$ cat config.mk
export PLATFORM = sky130hd
export DESIGN_NAME = uart_rx_ctrl_flat
export DESIGN_NICKNAME = d
export VERILOG_FILES = /design/src/rtl/uart_rx_ctrl_if.sv /design/src/rtl/uart_rx_ctrl.sv /design/src/flat_wrapper.sv
export SDC_FILE = /design/constraint.sdc
export NUM_CORES = 1
export LEC_CHECK = 0
export BUFFER_PORTS_ARGS = -buffer_cell sky130_fd_sc_hd__buf_2
export CORE_MARGIN = 10
export CORE_UTILIZATION = 43
export DETAILED_ROUTE_END_ITERATION = 8
export GPL_TIMING_DRIVEN = 0
export PLACE_DENSITY = 0.69
export SYNTH_ARGS = -nofsm -noshare
export SYNTH_HDL_FRONTEND = slang
export SYNTH_SLANG_ARGS = --single-unit
$ cat constraint.sdc
create_clock -name clk -period 2 [get_ports clk]
set_input_delay 0.2 -clock clk [delete_from_list [all_inputs] [get_ports clk]]
set_output_delay 0.2 -clock clk [all_outputs]
set_load 0.1 [all_outputs]
$ cat src/rtl/uart_rx_ctrl_if.sv
// Bundle between the UART receive controller and its line input, config and sampler/deserializer pair.
// The master side drives line/config/sampled bit; the slave side is the controller, which returns strobes and status.
`timescale 1ns/1ps
interface uart_rx_ctrl_if #(parameter int PRESC_W = 6) ();
    logic               rx_in;
    logic [PRESC_W-1:0] prescale;
    logic               par_en;
    logic               par_typ;
    logic               sampled_bit;
    logic               dat_samp_en;
    logic               deser_en;
    logic               data_valid;
    logic               par_err;
    logic               stp_err;
    logic               busy;

    modport master (
        output rx_in, prescale, par_en, par_typ, sampled_bit,
        input  dat_samp_en, deser_en, data_valid, par_err, stp_err, busy
    );

    modport slave (
        input  rx_in, prescale, par_en, par_typ, sampled_bit,
        output dat_samp_en, deser_en, data_valid, par_err, stp_err, busy
    );
endinterface

$ cat src/rtl/uart_rx_ctrl.sv
// UART receive frame sequencer: strobes the sampler and deserializer, checks start/parity/stop.
// data_valid/errors appear one cycle after the stop-bit check point; no backpressure, the line cannot be stalled.
`timescale 1ns/1ps
module uart_rx_ctrl #(
    parameter int DATA_BITS = 8,
    parameter int PRESC_W   = 6
) (
    input  logic           clk,
    input  logic           rst_n,
    uart_rx_ctrl_if.slave  bus
);
    localparam int BW = (DATA_BITS > 1) ? $clog2(DATA_BITS) : 1;

    typedef enum logic [2:0] {IDLE, START, DATA, PARITY, STOP} state_t;

    state_t             state_q, state_d;
    logic [PRESC_W-1:0] edge_q, edge_d;
    logic [PRESC_W-1:0] p_q, p_d;
    logic [BW-1:0]      bit_q, bit_d;
    logic               pe_q, pe_d, pt_q, pt_d;
    logic               acc_q, acc_d;
    logic               par_fail_q, par_fail_d;
    logic               par_err_q, par_err_d;
    logic               stp_err_q, stp_err_d;
    logic               dv_q, dv_d;
    logic               cp, bit_end;
    logic               deser_en;

    assign cp      = (edge_q == (p_q >> 1) + PRESC_W'(2));
    assign bit_end = (edge_q == p_q - PRESC_W'(1));

    always_comb begin
        state_d    = state_q;
        edge_d     = bit_end ? '0 : edge_q + PRESC_W'(1);
        p_d        = p_q;
        bit_d      = bit_q;
        pe_d       = pe_q;
        pt_d       = pt_q;
        acc_d      = acc_q;
        par_fail_d = par_fail_q;
        par_err_d  = par_err_q;
        stp_err_d  = stp_err_q;
        dv_d       = 1'b0;
        deser_en   = 1'b0;
        case (state_q)
            IDLE: begin
                edge_d = '0;
                if (!bus.rx_in) begin
                    state_d   = START;
                    p_d       = bus.prescale;
                    pe_d      = bus.par_en;
                    pt_d      = bus.par_typ;
                    par_err_d = 1'b0;
                    stp_err_d = 1'b0;
                end
            end
            START: begin
                if (cp && bus.sampled_bit) begin
                    state_d = IDLE;
                    edge_d  = '0;
                end else if (bit_end) begin
                    state_d    = DATA;
                    bit_d      = '0;
                    acc_d      = 1'b0;
                    par_fail_d = 1'b0;
                end
            end
            DATA: begin
                if (cp) begin
                    deser_en = 1'b1;
                    acc_d    = acc_q ^ bus.sampled_bit;
                end
                if (bit_end) begin
                    if (bit_q == BW'(DATA_BITS - 1)) state_d = pe_q ? PARITY : STOP;
                    else                             bit_d   = bit_q + BW'(1);
                end
            end
            PARITY: begin
                if (cp)      par_fail_d = bus.sampled_bit ^ acc_q ^ pt_q;
                if (bit_end) state_d    = STOP;
            end
            STOP: begin
                // Leave at the check point so a start bit right after the stop bit is not missed.
                if (cp) begin
                    stp_err_d = ~bus.sampled_bit;
                    par_err_d = par_fail_q;
                    dv_d      = ~(par_fail_q | ~bus.sampled_bit);
                    state_d   = IDLE;
                    edge_d    = '0;
                end
            end
            default: begin
                state_d = IDLE;
                edge_d  = '0;
            end
        endcase
    end

    always_ff @(posedge clk or negedge rst_n) begin
        if (!rst_n) begin
            state_q    <= IDLE;
            edge_q     <= '0;
            p_q        <= '0;
            bit_q      <= '0;
            pe_q       <= 1'b0;
            pt_q       <= 1'b0;
            acc_q      <= 1'b0;
            par_fail_q <= 1'b0;
            par_err_q  <= 1'b0;
            stp_err_q  <= 1'b0;
            dv_q       <= 1'b0;
        end else begin
            state_q    <= state_d;
            edge_q     <= edge_d;
            p_q        <= p_d;
            bit_q      <= bit_d;
            pe_q       <= pe_d;
            pt_q       <= pt_d;
            acc_q      <= acc_d;
            par_fail_q <= par_fail_d;
            par_err_q  <= par_err_d;
            stp_err_q  <= stp_err_d;
            dv_q       <= dv_d;
        end
    end

    assign bus.dat_samp_en = (state_q != IDLE);
    assign bus.busy        = (state_q != IDLE);
    assign bus.deser_en    = deser_en;
    assign bus.data_valid  = dv_q;
    assign bus.par_err     = par_err_q;
    assign bus.stp_err     = stp_err_q;
endmodule
$ cat src/flat_wrapper.sv
// flat-port wrapper written by rule: the top's interface ports become plain ports
module uart_rx_ctrl_flat 
#(
    parameter int DATA_BITS = 8,
    parameter int PRESC_W   = 6
)
  (clk, rst_n, bus_rx_in, bus_prescale, bus_par_en, bus_par_typ, bus_sampled_bit, bus_dat_samp_en, bus_deser_en, bus_data_valid, bus_par_err, bus_stp_err, bus_busy);
  uart_rx_ctrl_if #(.PRESC_W(PRESC_W)) bus_i ();
  input  logic clk;
  input  logic rst_n;
  input wire logic [$bits(bus_i.rx_in)-1:0] bus_rx_in;
  input wire logic [$bits(bus_i.prescale)-1:0] bus_prescale;
  input wire logic [$bits(bus_i.par_en)-1:0] bus_par_en;
  input wire logic [$bits(bus_i.par_typ)-1:0] bus_par_typ;
  input wire logic [$bits(bus_i.sampled_bit)-1:0] bus_sampled_bit;
  output wire logic [$bits(bus_i.dat_samp_en)-1:0] bus_dat_samp_en;
  output wire logic [$bits(bus_i.deser_en)-1:0] bus_deser_en;
  output wire logic [$bits(bus_i.data_valid)-1:0] bus_data_valid;
  output wire logic [$bits(bus_i.par_err)-1:0] bus_par_err;
  output wire logic [$bits(bus_i.stp_err)-1:0] bus_stp_err;
  output wire logic [$bits(bus_i.busy)-1:0] bus_busy;
  assign bus_i.rx_in = bus_rx_in;
  assign bus_i.prescale = bus_prescale;
  assign bus_i.par_en = bus_par_en;
  assign bus_i.par_typ = bus_par_typ;
  assign bus_i.sampled_bit = bus_sampled_bit;
  assign bus_dat_samp_en = bus_i.dat_samp_en;
  assign bus_deser_en = bus_i.deser_en;
  assign bus_data_valid = bus_i.data_valid;
  assign bus_par_err = bus_i.par_err;
  assign bus_stp_err = bus_i.stp_err;
  assign bus_busy = bus_i.busy;
  uart_rx_ctrl #(.DATA_BITS(DATA_BITS), .PRESC_W(PRESC_W)) u_core (.clk(clk), .rst_n(rst_n), .bus(bus_i));
endmodule
**Word level (Yosys, flattened, before mapping)**

Cells that the tools add are included.

- Flip-flop bits (word level): 25
- Latch bits: 0
- Bits in writable memories: 0
- Memory bits (read-only): 0
- Input bits: 12
- Logic and storage cells: 85
- Memories kept: 0

- Add/subtract/negate cells: 4
- Multipliers: 0
- Div/mod/pow operators: 0
- Magnitude comparators: 0
- Eq/ne operators: 18
- Shift-type cells: 0
- Muxes and demuxes: 33
- Bitwise gates (word level): 6
- Reductions and logical operators: 13

Operators with widths:

| operator | number |
|---|---|
| 2-to-1 mux 3 bit | 12 |
| 2-to-1 mux 6 bit | 3 |
| one-hot mux 6 bit (3 select lines) | 1 |
| one-hot mux 3 bit (5 select lines) | 1 |
| != test 2 x 1 -> 1 bit, second input constant | 7 |
| == test 6 bit | 2 |
| 2-to-1 mux 1 bit | 11 |
| one-hot mux 1 bit (2 select lines) | 4 |
| AND reduction 4 bit | 2 |
| adder 5 x 2 -> 6 bit, second input constant | 1 |
| adder 6 x 1 -> 6 bit, second input constant | 1 |
| == test 3 x 2 -> 1 bit, second input constant | 2 |
| == test 3 bit, second input constant | 2 |
| != test 2 bit, second input constant | 3 |
| one-hot mux 3 bit (2 select lines) | 1 |
| AND reduction 6 bit | 1 |
| nonzero test 2 bit | 3 |
| subtractor 6 x 1 -> 6 bit, second input constant | 1 |
| AND reduction 5 bit | 1 |
| adder 3 x 1 -> 3 bit, second input constant | 1 |
| == test 3 x 1 -> 1 bit, second input constant | 1 |
| zero test 3 bit | 1 |
| != test 3 x 1 -> 1 bit, second input constant | 1 |
| inverter 1 bit | 3 |
| 7 further kinds | 8 |

**Longest topological paths before layout**

- Depth after elaboration: 5
- Depth in mapped cells: 7

**Worst setup path before layout**

No wires, ideal clock.

- Path kind: reg-to-output
- Start point: register u_core.p_q[2]
- End point: output bus_deser_en
- Data arrival time: 2.703 ns
- Data required time: 1.800 ns
- Path slack: -0.903 ns
- Stages on the path, launching flop included: 6
- Cells stage by stage: dfrtp_1 ha_1 o21ba_1 a221oi_2 o211ai_2 nor2_1

- Longest elaborated chain between the ends: 4

Ends and longest elaborated chain:

| item | RTL line | source |
|---|---|---|
| start, declared | uart_rx_ctrl.sv:18 | `logic [PRESC_W-1:0] p_q, p_d;` |
| start signal, assigned | uart_rx_ctrl.sv:115 | `p_q <= p_d;` |
| adder 5 x 2 -> 6 bit | uart_rx_ctrl.sv:29 | `assign cp = (edge_q == (p_q >> 1) + PRESC_W'(2));` |
| == test 6 bit | uart_rx_ctrl.sv:29 |  |
| 2-to-1 mux 1 bit | uart_rx_ctrl.sv:69 | `if (cp) begin` |
| 2-to-1 mux 1 bit | uart_rx_ctrl.sv:45 | `case (state_q)` |
| end, declared | flat_wrapper.sv:17 | `output wire logic [$bits(bus_i.deser_en)-1:0] bus_deser_en;` |

No other way between the ends.

**Worst setup path after layout**

Same ends and word-level chain as after synthesis.

==> impl_metrics.csv <==
group,metric,value,unit
outcome,status,"finished with violations",
outcome,violations,"negative setup slack",
power_and_ir_drop,power_frac_seq,0.250,
detailed_routing,wl_per_cell,16.73,µm
logic_synthesis,synth_ff_type,"dfrtp_1",
critical_path,critPathMaxFanout,4,
power_and_ir_drop,power_frac_comb,0.685,
placement,portBuffers,17,
global_routing,overflow,0,
cts,cts_made_buffers,3,
logic_synthesis,synth_area,0.001564,mm²
detailed_routing,antenna_left,0,
die,rows,21,
detailed_routing,drc_errors,0,
detailed_routing,routed_via_density,5.798,
cts,clockBufferDepth,2,
power_and_ir_drop,p_int,1.828,mW
critical_path,max_stage_delay,0.48,ns
global_routing,grt_max_degree,26,
critical_path,required,1.80,ns
sta,maxSlewViolCount,0,
global_routing,grt_use_total,0.1273,
job,maxCapViolCount,0,
logic_synthesis,synth_seq_area_share,0.4000,
die,die_h,80.31,µm
sta,period_needed,2.233,ns
sta,finClkSkew,0.01021,ns
logic_synthesis,syn_nets,180,
logic_synthesis,ys_warn_count,0,
cts,clk_pin_slew,0.15,ns
sta,tns,-1.994,ns
logic_synthesis,ys_seq_elements,25,
global_routing,grt_pass1_wl,6665,µm
power_and_ir_drop,clkPwrFrac,0.064,
layout,fillers,292,
logic_synthesis,synth_edf_count,0,
cts,cts-root-buf,"clkbuf_4",
die,io_pins,18,
global_routing,grt_pass1_vias,1435,
detailed_routing,first_pass_iters,4,
layout,layout-drive-gt1-share,0.3281,
sta,period_share,1.117,
layout,diodes,0,
critical_path,end_kind,"output port",
power_and_ir_drop,power_density,1872,mW/mm²
die,dieArea,0.006450,mm²
detailed_routing,drtIter0Drc,126,
power_and_ir_drop,switching_power,1.909,mW
placement,dp_hpwl,2669,µm
power_and_ir_drop,p_sw_frac,0.5108,
cts,htreeDepth,1,
power_and_ir_drop,vdd_drop_max,0.0006983,V
cts,cts.sink_count,25,
sta,fmax,447.8,MHz
die,core-area,0.003416,mm²
logic_synthesis,synth.distinct_cells,45,
sta,slew_headroom,0.6165,
placement,finalWeightedCongestion,0.8071,
power_and_ir_drop,p_leak,0.8232,nW
logic_synthesis,synth-async-reset-ratio,1.000,
critical_path,crit_path_start_kind,"register",
sta,tightest_slew,0.5752,ns
sta,rsz0062_at_grt,"yes",
cts,tritoncts,"built",
power_and_ir_drop,p_total,3.736,mW
sta,setup_slack,-0.2331,ns
sta,hold_violations,0,
critical_path,path_cells,"ha_4 -> o21ba_4 -> a221oi_4 -> buf_6 -> o211ai_4 -> nor2_4 -> buf_12",
layout,synthToLayoutAreaGrowth,27.60,%
detailed_routing,vias,1380,
global_routing,antenna_found_initial,0,
die,die_x,80.31,µm
logic_synthesis,synth_area_per_cell,9.714,µm²
critical_path,critPathKind,"reg -> out",
sta,setup_viol,15,
logic_synthesis,synth_cells,161,
die,initial_core_util,0.4579,
critical_path,cp.arrival,2.03,ns
min_path,hold_class,"in -> reg",
critical_path,slowest_stage,"dfrtp_2",
cts,clock_latency,0.33,ns
detailed_routing,wirelength,3982,µm
layout,nets,212,
[cell type report]
cell class | count | area (µm²) | area share
sequential | 25 | 628.1 | 0.3147
buffer | 5 | 35.03 | 0.01755
inverter | 9 | 36.28 | 0.01818
tap | 46 | 57.56 | 0.02884
multi-input combinational | 121 | 1011 | 0.5066
timing repair buffer | 28 | 201.4 | 0.1009
clock buffer | 4 | 26.28 | 0.01317
[state kept, by name, summed over array words and instances (netlist names)]
signal,count
u_core.bus.stp_err,1
u_core.state_q,3
u_core.bus.par_err,1
u_core.bit_q,3
u_core.acc_q,1
u_core.par_fail_q,1
u_core.p_q,6
u_core.edge_q,6
u_core.bus.data_valid,1
u_core.pe_q,1
u_core.pt_q,1
[power by group through the flow]
stage          clock network (mW)  registers, mW  logic (mW)
6_report                    0.241          0.935        2.56
5_1_grt                     0.260          0.968        2.76
4_1_cts                     0.240          0.899        2.43
3_5_place_dp                    0          0.912        1.94
3_3_place_gp                    0          0.897        1.86
2_1_floorplan                   0           1.00        1.45
[synth_stat cells (all sizes together), types with 2 or more instances]
master	count	area, µm²
a21oi	3	15.01
a31oi	3	18.77
buf	3	26.27
clkbuf	3	11.26
dfrtp	25	625.6
ha	7	87.58
inv	9	33.78
mux2	3	33.78
mux2i	2	20.02
nand2	12	45.04
nand2b	3	18.77
nand3	4	20.02
nand4	3	18.77
nor2	8	30.03
nor3	9	50.05
nor3b	2	15.01
nor4	3	18.77
o211ai	4	40.03
o21ai	14	70.06
or3	3	18.77
xnor2	13	121.4
xor2	7	61.31
[final timing paths]
kind,from,end,slack [ns],cells after the start
max reg2reg,u_core.p_q[2],u_core.state_q[2],-0.20,7
min reg2reg,u_core.par_fail_q,u_core.bus.data_valid,0.50,1
max,u_core.p_q[2],bus_deser_en,-0.23,7
min,bus_par_en,u_core.pe_q,0.06,3
min in group asynchronous,rst_n,u_core.bit_q[2],0.37,2
max in group asynchronous,rst_n,u_core.p_q[3],1.21,2
[worst max-delay path: cells and delay by family (launching register included)]
family | cells | cell delay (ns)
AOI/OAI and AO/OA | 3 | 0.58
adders and majority gates | 1 | 0.19
buffers and inverters | 2 | 0.33
DFF | 1 | 0.48
and+or+nand+nor | 1 | 0.13
[cells in the final DEF, fill, tap and decap left out, types with 3 or more instances in the layout]
master,synthesis,final
a21oi_1,3,3
a31oi_1,3,3
buf_2,0,14
buf_4,2,10
buf_6,1,4
clkbuf_4,0,4
dfrtp_1,25,23
ha_1,7,5
inv_1,9,7
mux2_2,3,3
nand2_1,12,11
nand2b_1,3,3
nand3_1,4,4
nand4_1,3,3
nor2_1,8,6
nor3_1,8,7
o21ai_0,13,10
o21ai_1,1,3
xnor2_1,12,11
xor2_1,7,7
[logic make-up after synthesis]
family,synth area share
simple gates,0.1776
compound gates,0.1696
flops,0.4000
xor+xnor,0.1168
buf+inv,0.04559
fa+ha+maj,0.05600
mux,0.03440
[layer usage]
metal | vias up | GRT usage | part of all wire
li1 | 640 | - | -
met1 | 691 | 0.1458 | 0.42
met2 | 43 | 0.2263 | 0.52
met3 | 6 | 0.02895 | 0.047
met4 | 0 | 0.04225 | 0.013
met5 | - | 0 | 0
[metrics by stage]
| step | setup WS [ns] | cell area (µm²) | utilization | cells | hold slack [ns] |
|---|---|---|---|---|---|
| after detailed placement | -0.6074 | 1719 | 0.5033 | 224 | 0.2272 |
| after global placement | -0.5477 | 1719 | 0.5033 | 224 | 0.2228 |
| after floorplan | -0.1322 | 1577 | - | 161 | -0.09559 |
| after CTS | -0.1813 | 1949 | 0.5707 | 237 | 0.06433 |
| after global routing | -0.3016 | 1996 | 0.5842 | 238 | 0.06381 |
| final | -0.2331 | 1996 | 0.5842 | 238 | 0.06264 |
[what timing repair did]
item | in CTS | in global routing
gates resized for setup | 25 | 14
hold buffers | 1 | 0
setup endpoints to repair | 17 | 24
pin swaps | 7 | 7
endpoints found under the hold margin | 25 | 0
setup buffers | 8 | 2
No activity file was read; power rests on OpenSTA's default activity.
